## src/rtl/shift_sequencer_pkg.sv

```systemverilog
// Shared op and FSM encodings for the shift sequencer and its bench.
package shift_sequencer_pkg;

  typedef enum logic [1:0] {
    SHOP_SLL  = 2'b00,
    SHOP_SRL  = 2'b01,
    SHOP_SRA  = 2'b10,
    SHOP_ROTR = 2'b11
  } shop_e;

  typedef enum logic [1:0] {
    ST_IDLE = 2'b00,
    ST_P1   = 2'b01,
    ST_P2   = 2'b10,
    ST_RESP = 2'b11
  } state_e;

endpackage

```

## src/rtl/shift_sequencer_if.sv

```systemverilog
// Request/response bus between ALU issue logic, the shift sequencer and writeback.
// Handshake: a beat transfers on a rising edge where valid && ready; a producer
// holds valid and its payload stable until that edge, and ready may depend on valid.
interface shift_sequencer_if #(
  parameter int TAG_W = 4
);
  logic             req_valid;
  logic             req_ready;
  logic [1:0]       req_op;
  logic [31:0]      req_data;
  logic [4:0]       req_amt;
  logic [TAG_W-1:0] req_tag;
  logic             resp_valid;
  logic             resp_ready;
  logic [31:0]      resp_data;
  logic [TAG_W-1:0] resp_tag;
  logic             resp_err;

  modport master (
    output req_valid, req_op, req_data, req_amt, req_tag, resp_ready,
    input  req_ready, resp_valid, resp_data, resp_tag, resp_err
  );

  modport slave (
    input  req_valid, req_op, req_data, req_amt, req_tag, resp_ready,
    output req_ready, resp_valid, resp_data, resp_tag, resp_err
  );
endinterface

```

## src/rtl/shift_sequencer_shifter.sv

```systemverilog
// Plain 32-bit logical barrel shifter; direction=1 shifts right, 0 shifts left.
module shifter (
  input  logic [31:0] toshift,
  input  logic [4:0]  number,
  input  logic        direction,
  output logic [31:0] shifted
);
  assign shifted = direction ? (toshift >> number) : (toshift << number);
endmodule

```

## src/rtl/shift_sequencer.sv

```systemverilog
// Time-shares one logical shifter to run SLL/SRL/SRA/ROTR; SRA and ROTR take
// a second pass (fill mask, wrapped-around bits) that is OR-combined with the first.
module shift_sequencer
  import shift_sequencer_pkg::*;
#(
  parameter int TAG_W   = 4,
  parameter bit ROTR_EN = 1'b1
) (
  input  logic               clk,
  input  logic               reset_n,
  input  logic               flush,
  shift_sequencer_if.slave   bus,
  output logic               busy,
  output state_e             dbg_state
);

  state_e           state;
  shop_e            op_q;
  logic [31:0]      data_q;
  logic [4:0]       amt_q;
  logic [TAG_W-1:0] tag_q;
  logic [31:0]      tmp_q;

  logic [31:0] sh_in;
  logic [4:0]  sh_num;
  logic        sh_dir;
  logic [31:0] sh_out;
  logic [31:0] p2_result;
  logic        rotr_unsupported;
  logic        two_pass;
  logic        accept;

  assign bus.req_ready = !flush &&
                         (state == ST_IDLE || (state == ST_RESP && bus.resp_ready));
  assign accept        = bus.req_valid && bus.req_ready;
  assign busy          = (state != ST_IDLE);
  assign dbg_state     = state;

  assign rotr_unsupported = (op_q == SHOP_ROTR) && !ROTR_EN;
  assign two_pass = (amt_q != 5'd0) &&
                    (op_q == SHOP_SRA || (op_q == SHOP_ROTR && ROTR_EN));

  always_comb begin
    sh_in  = data_q;
    sh_num = amt_q;
    sh_dir = (op_q != SHOP_SLL);
    if (state == ST_P2) begin
      if (op_q == SHOP_SRA) begin
        sh_in  = 32'hFFFF_FFFF;
        sh_dir = 1'b1;
      end else begin
        // (32 - amt) mod 32; amt is never 0 here, so this is a true 1..31 left shift.
        sh_num = 5'd0 - amt_q;
        sh_dir = 1'b0;
      end
    end
  end

  shifter u_shifter (
    .toshift   (sh_in),
    .number    (sh_num),
    .direction (sh_dir),
    .shifted   (sh_out)
  );

  // Second pass output is the right-shift mask for SRA, the wrapped bits for ROTR.
  assign p2_result = (op_q == SHOP_SRA) ? (data_q[31] ? (tmp_q | ~sh_out) : tmp_q)
                                        : (tmp_q | sh_out);

  always_ff @(posedge clk or negedge reset_n) begin
    if (!reset_n) begin
      state          <= ST_IDLE;
      op_q           <= SHOP_SLL;
      data_q         <= '0;
      amt_q          <= '0;
      tag_q          <= '0;
      tmp_q          <= '0;
      bus.resp_valid <= 1'b0;
      bus.resp_data  <= '0;
      bus.resp_tag   <= '0;
      bus.resp_err   <= 1'b0;
    end else if (flush) begin
      state          <= ST_IDLE;
      bus.resp_valid <= 1'b0;
    end else begin
      case (state)
        ST_IDLE: begin
          if (accept) begin
            op_q   <= shop_e'(bus.req_op);
            data_q <= bus.req_data;
            amt_q  <= bus.req_amt;
            tag_q  <= bus.req_tag;
            state  <= ST_P1;
          end
        end
        ST_P1: begin
          if (two_pass) begin
            tmp_q <= sh_out;
            state <= ST_P2;
          end else begin
            bus.resp_data  <= sh_out;
            bus.resp_tag   <= tag_q;
            bus.resp_err   <= rotr_unsupported;
            bus.resp_valid <= 1'b1;
            state          <= ST_RESP;
          end
        end
        ST_P2: begin
          bus.resp_data  <= p2_result;
          bus.resp_tag   <= tag_q;
          bus.resp_err   <= 1'b0;
          bus.resp_valid <= 1'b1;
          state          <= ST_RESP;
        end
        ST_RESP: begin
          if (bus.resp_ready) begin
            bus.resp_valid <= 1'b0;
            if (accept) begin
              op_q   <= shop_e'(bus.req_op);
              data_q <= bus.req_data;
              amt_q  <= bus.req_amt;
              tag_q  <= bus.req_tag;
              state  <= ST_P1;
            end else begin
              state <= ST_IDLE;
            end
          end
        end
      endcase
    end
  end

endmodule

```

## src/flat_wrapper.sv

```systemverilog
// flat-port wrapper written by rule: the top's interface ports become plain ports
module shift_sequencer_flat import shift_sequencer_pkg::*;
#(
  parameter int TAG_W   = 4,
  parameter bit ROTR_EN = 1'b1
)
  (clk, reset_n, flush, busy, dbg_state, bus_req_valid, bus_req_op, bus_req_data, bus_req_amt, bus_req_tag, bus_resp_ready, bus_req_ready, bus_resp_valid, bus_resp_data, bus_resp_tag, bus_resp_err);
  shift_sequencer_if #(.TAG_W(TAG_W)) bus_i ();
  input  logic clk;
  input  logic reset_n;
  input  logic flush;
  output logic busy;
  output state_e dbg_state;
  input wire logic [$bits(bus_i.req_valid)-1:0] bus_req_valid;
  input wire logic [$bits(bus_i.req_op)-1:0] bus_req_op;
  input wire logic [$bits(bus_i.req_data)-1:0] bus_req_data;
  input wire logic [$bits(bus_i.req_amt)-1:0] bus_req_amt;
  input wire logic [$bits(bus_i.req_tag)-1:0] bus_req_tag;
  input wire logic [$bits(bus_i.resp_ready)-1:0] bus_resp_ready;
  output wire logic [$bits(bus_i.req_ready)-1:0] bus_req_ready;
  output wire logic [$bits(bus_i.resp_valid)-1:0] bus_resp_valid;
  output wire logic [$bits(bus_i.resp_data)-1:0] bus_resp_data;
  output wire logic [$bits(bus_i.resp_tag)-1:0] bus_resp_tag;
  output wire logic [$bits(bus_i.resp_err)-1:0] bus_resp_err;
  assign bus_i.req_valid = bus_req_valid;
  assign bus_i.req_op = bus_req_op;
  assign bus_i.req_data = bus_req_data;
  assign bus_i.req_amt = bus_req_amt;
  assign bus_i.req_tag = bus_req_tag;
  assign bus_i.resp_ready = bus_resp_ready;
  assign bus_req_ready = bus_i.req_ready;
  assign bus_resp_valid = bus_i.resp_valid;
  assign bus_resp_data = bus_i.resp_data;
  assign bus_resp_tag = bus_i.resp_tag;
  assign bus_resp_err = bus_i.resp_err;
  shift_sequencer #(.TAG_W(TAG_W), .ROTR_EN(ROTR_EN)) u_core (.clk(clk), .reset_n(reset_n), .flush(flush), .bus(bus_i), .busy(busy), .dbg_state(dbg_state));
endmodule
```

## config.mk

```make
export PLATFORM = sky130hd
export DESIGN_NAME = shift_sequencer_flat
export DESIGN_NICKNAME = d
export VERILOG_FILES = /design/src/rtl/shift_sequencer_pkg.sv /design/src/rtl/shift_sequencer_if.sv /design/src/rtl/shift_sequencer_shifter.sv /design/src/rtl/shift_sequencer.sv /design/src/flat_wrapper.sv
export SDC_FILE = /design/constraint.sdc
export NUM_CORES = 1
export LEC_CHECK = 0
export ABC_CLOCK_PERIOD_IN_PS = 4000
export BUFFER_PORTS_ARGS = -buffer_cell sky130_fd_sc_hd__buf_2
export CORE_MARGIN = 3
export CORE_UTILIZATION = 25
export CTS_CLUSTER_SIZE = 14
export DETAILED_ROUTE_END_ITERATION = 10
export GPL_TIMING_DRIVEN = 0
export SYNTH_ARGS = -nofsm -noshare
export SYNTH_HDL_FRONTEND = slang
export SYNTH_SLANG_ARGS = --single-unit
```

## constraint.sdc

```tcl
create_clock -name clk -period 4 [get_ports clk]
set_clock_uncertainty 0.2 [all_clocks]
set_input_delay 0.4 -clock clk [delete_from_list [all_inputs] [get_ports clk]]
set_output_delay 0.4 -clock clk [all_outputs]
set_load 0.005 [all_outputs]
```

==> flow_metrics.py <==
metrics = {
    "status": {
        "run_status": "finished clean",
    },
    "yosys": {
        "synth_enable_flop_cells": 0,
        "yosysUniqueCellTypes": 87,
        "syn_area_mm2": 0.008909,
        "yosys.area.top_type_share_pct": 32.02,
        "synthesis.instances": 1082,
        "syn_avg_cell_area_um2": 8.233,
        "ys_dominant_reg_cell": "sky130_fd_sc_hd__dfrtp_1",
        "synthesized_flop_and_latch_total": 114,
        "ys_seq_area_share_pct": 32.02,
        "synth_async_sr_flop_share_pct": 100.0,
        "largest_area_contributor_in_the_netlist": "sky130_fd_sc_hd__dfrtp_1",
        "yosysWarnings": 0,
        "syn-num-nets": 1136,
        "netlist_top_cells_area": "sky130_fd_sc_hd__dfrtp_1, sky130_fd_sc_hd__mux2_2, sky130_fd_sc_hd__a21oi_1, sky130_fd_sc_hd__nand2_1, sky130_fd_sc_hd__nor2_1",
    },
    "floorplan": {
        "floorplan.die_area_mm2": 0.03794,
        "core-area_mm2": 0.03480,
        "die_boundary_height_um": 194.8,
        "core.rowCount": 68,
        "initial_utilization_pct": 25.60,
        "die_width_um": 194.8,
        "num_io_pins": 90,
    },
    "cells_and_area": {
        "fin_nets": 1283,
        "proportion_of_layout_cells_with_a_drive_suffix_above_1_pct": 23.99,
        "fillCellCount": 3708,
        "area.growth.synth_to_final_pct": 25.86,
        "antenna-diode-count": 0,
    },
    "clock_network": {
        "cts_buffer_depth": 2,
        "numClockSinks": 114,
        "numCtsBuffers": 17,
        "insertion_delay_to_the_later_sink_of_the_worst_skew_pair_ns": 0.46,
        "cts_htree_levels": 4,
        "cts_root_buffer": "sky130_fd_sc_hd__clkbuf_16",
        "clock_tree_from_tritoncts": "done",
        "clk_pin_slew_worst_paths_ns": 0.06,
    },
    "route": {
        "final_antenna_net_count": 0,
        "initialDrtViolationCount": 1407,
        "detail_route.wirelength_mm": 46.61,
        "post_drt_wl_per_cell_um": 27.47,
        "via_count": 10250,
        "vias_per_cell": 6.039,
        "post-route-drc-count": 0,
        "drt-pass1-iter-count": 6,
    },
    "setup_path": {
        "critical-path-slowest-cell": "sky130_fd_sc_hd__o22ai_1",
        "timing.critical_path.from_type": "flip-flop",
        "critical_path_peak_fanout": 10,
        "worstSetupPathType": "reg2reg",
        "setup.worst_path.end_class": "flip-flop",
        "path_cells": "buf_6 > clkbuf_1 > mux2i_1 > mux2i_1 > o22ai_1 > o22a_1 > a2bb2oi_1 > nand4_1 > mux2_2",
        "worst-endpoint-required_ns": 4.12,
        "path_common_cell": "sky130_fd_sc_hd__mux2i_1",
        "worst_path_largest_cell_delay_ns": 0.65,
        "timing.critical_path.arrival_ns": 4.05,
    },
    "sta": {
        "max_freq_mhz": 254.7,
        "slew_headroom_pct": 17.96,
        "period_minus_slack_ns": 3.926,
        "fin_crit_sh_pct": 98.16,
        "finalMaxSlewViolations": 0,
        "worstMarginPinSlew_ns": 1.228,
        "final_report_setup_violation_count": 0,
        "setup_tns_ns": 0,
        "grt_setup_unrepaired": "yes",
        "worst_hold_slack_ns": 0.002389,
        "timing_hold_violations_final": 0,
    },
    "global_route": {
        "first_global_vias": 9881,
        "number_of_antenna_violations_at_the_first_check_in_global_routing": 1,
        "grt_pass1_wl_mm": 68.34,
        "grt-ovfl-total": 0,
        "grt_use_total_pct": 24.05,
        "grt_start_max_net_pins": 70,
    },
    "placement": {
        "dpl.hpwl_mm": 35.33,
        "routabilityCongestion": 1.040,
        "numPortBuffers": 87,
    },
    "min_path": {
        "worst_hold_path_type": "in2reg",
    },
    "run": {
        "drv.max_cap_violation_count": 0,
    },
}
cells by family after synthesis:
logic type	share of synthesized area (%)
AND/OR/NAND/NOR	22.13
AO/OA/AOI/OAI	26.83
flip-flops	32.02
buffers and inverters	5.196
multiplexers	12.94
adder cells (fa/ha/maj)	0.8427
other	0.04209
worst max-delay path, delay by kind of cell, from the launching register on:
| kind | cells | cell delay [ns] |
|---|---|---|
| flops | 1 | 0.33 |
| buf+inv | 2 | 0.73 |
| simple gates | 1 | 0.26 |
| mux | 3 | 1.04 |
| compound gates | 3 | 1.24 |
sequential cells by signal, indices dropped and copies added, names as in the netlist:
signal	flops
u_core.bus.resp_data	32
u_core.dbg_state	2
u_core.data_q	32
u_core.amt_q	5
u_core.tag_q	4
u_core.op_q	2
u_core.bus.resp_tag	4
u_core.tmp_q	32
u_core.bus.resp_valid	1
layout by cell type, fill, tap and decap left out, types with 8 or more instances in the layout:
cell type,n
sky130_fd_sc_hd__dlygate4sd3_1,37
sky130_fd_sc_hd__o211ai_1,28
sky130_fd_sc_hd__a21oi_1,97
sky130_fd_sc_hd__mux2i_1,21
sky130_fd_sc_hd__nor2_1,95
sky130_fd_sc_hd__nand3_1,50
sky130_fd_sc_hd__dfrtp_1,114
sky130_fd_sc_hd__clkbuf_16,17
sky130_fd_sc_hd__or3_1,12
sky130_fd_sc_hd__o221ai_1,14
sky130_fd_sc_hd__a31oi_1,10
sky130_fd_sc_hd__nand2_1,110
sky130_fd_sc_hd__a21o_1,9
sky130_fd_sc_hd__inv_1,16
sky130_fd_sc_hd__nand2b_1,31
sky130_fd_sc_hd__o21ai_0,64
sky130_fd_sc_hd__o21ai_1,8
sky130_fd_sc_hd__a211oi_1,12
sky130_fd_sc_hd__mux4_2,12
sky130_fd_sc_hd__mux2_2,56
sky130_fd_sc_hd__clkbuf_1,34
sky130_fd_sc_hd__nor3_2,8
sky130_fd_sc_hd__buf_2,115
sky130_fd_sc_hd__nor3_1,42
sky130_fd_sc_hd__and3_1,17
final timing paths:
path	from	to	slack, ns	cells past startpoint
setup / recovery	u_core.amt_q[0]	u_core.tmp_q[11]	0.07	9
hold reg to reg	u_core.tag_q[2]	u_core.bus.resp_tag[2]	0.27	2
min in group asynchronous	reset_n	u_core.tmp_q[16]	0.26	2
hold / removal	bus_req_amt[0]	u_core.amt_q[0]	0.002	3
setup reg to reg	u_core.amt_q[0]	u_core.tmp_q[11]	0.07	9
max in group asynchronous	reset_n	u_core.tag_q[3]	2.63	3
cell usage after synthesis (17+ instances only):
master	instances
sky130_fd_sc_hd__o211ai_1	28
sky130_fd_sc_hd__nor2_1	95
sky130_fd_sc_hd__buf_2	40
sky130_fd_sc_hd__o21ai_0	68
sky130_fd_sc_hd__nand2b_1	31
sky130_fd_sc_hd__mux2i_1	24
sky130_fd_sc_hd__a21oi_1	101
sky130_fd_sc_hd__and3_1	17
sky130_fd_sc_hd__nand2_1	110
sky130_fd_sc_hd__nand3_1	51
sky130_fd_sc_hd__clkbuf_1	38
sky130_fd_sc_hd__nor3_1	48
sky130_fd_sc_hd__dfrtp_1	114
sky130_fd_sc_hd__mux2_2	56
layout make-up:
type / instances / area, um2 / share of cell area (%)
Clock buffer: 21 / 450.4 / 4.017
Inverter: 18 / 72.57 / 0.6472
Multi-Input combinational cell: 866 / 5778 / 51.53
Buffer: 84 / 457.9 / 4.084
Timing Repair Buffer: 128 / 874.6 / 7.800
Clock inverter: 11 / 156.4 / 1.395
Tap cell: 455 / 569.3 / 5.078
Sequential cell: 114 / 2853 / 25.44
repair_timing:
action | 4_1_cts | 5_1_grt
hold endpoints to repair | 81 | 0
gates resized for setup | 31 | 42
hold buffers | 37 | 0
setup buffers | 1 | 2
pin swaps | 2 | 3
setup endpoints to repair | 64 | 64
per-stage QoR:
step / cell area, um2 / std cells / worst slack (ns) / utilization [%]
after floorplan: 8909 / 1082 / 0.6022 / -
final: 11210 / 1697 / 0.07370 / 32.22
after global placement: 9913 / 1624 / -0.8066 / 28.49
after detailed placement: 9947 / 1625 / -0.7094 / 28.58
after CTS: 11040 / 1695 / 0.01285 / 31.73
after global routing: 11210 / 1697 / -0.008426 / 32.22
metal layers:
| layer | GRT usage, % | wire [um] | vias up |
|---|---|---|---|
| li1 | - | - | 4349 |
| met1 | 32.69 | 19240 | 5100 |
| met2 | 37.90 | 20900 | 664 |
| met3 | 4.004 | 4142 | 135 |
| met4 | 10.19 | 2323 | 0 |
| met5 | 0 | 0 | - |
Power is left out: the tool's default activity adds up to more than one toggle a clock period on the data nets, which glitch-free logic cannot reach.
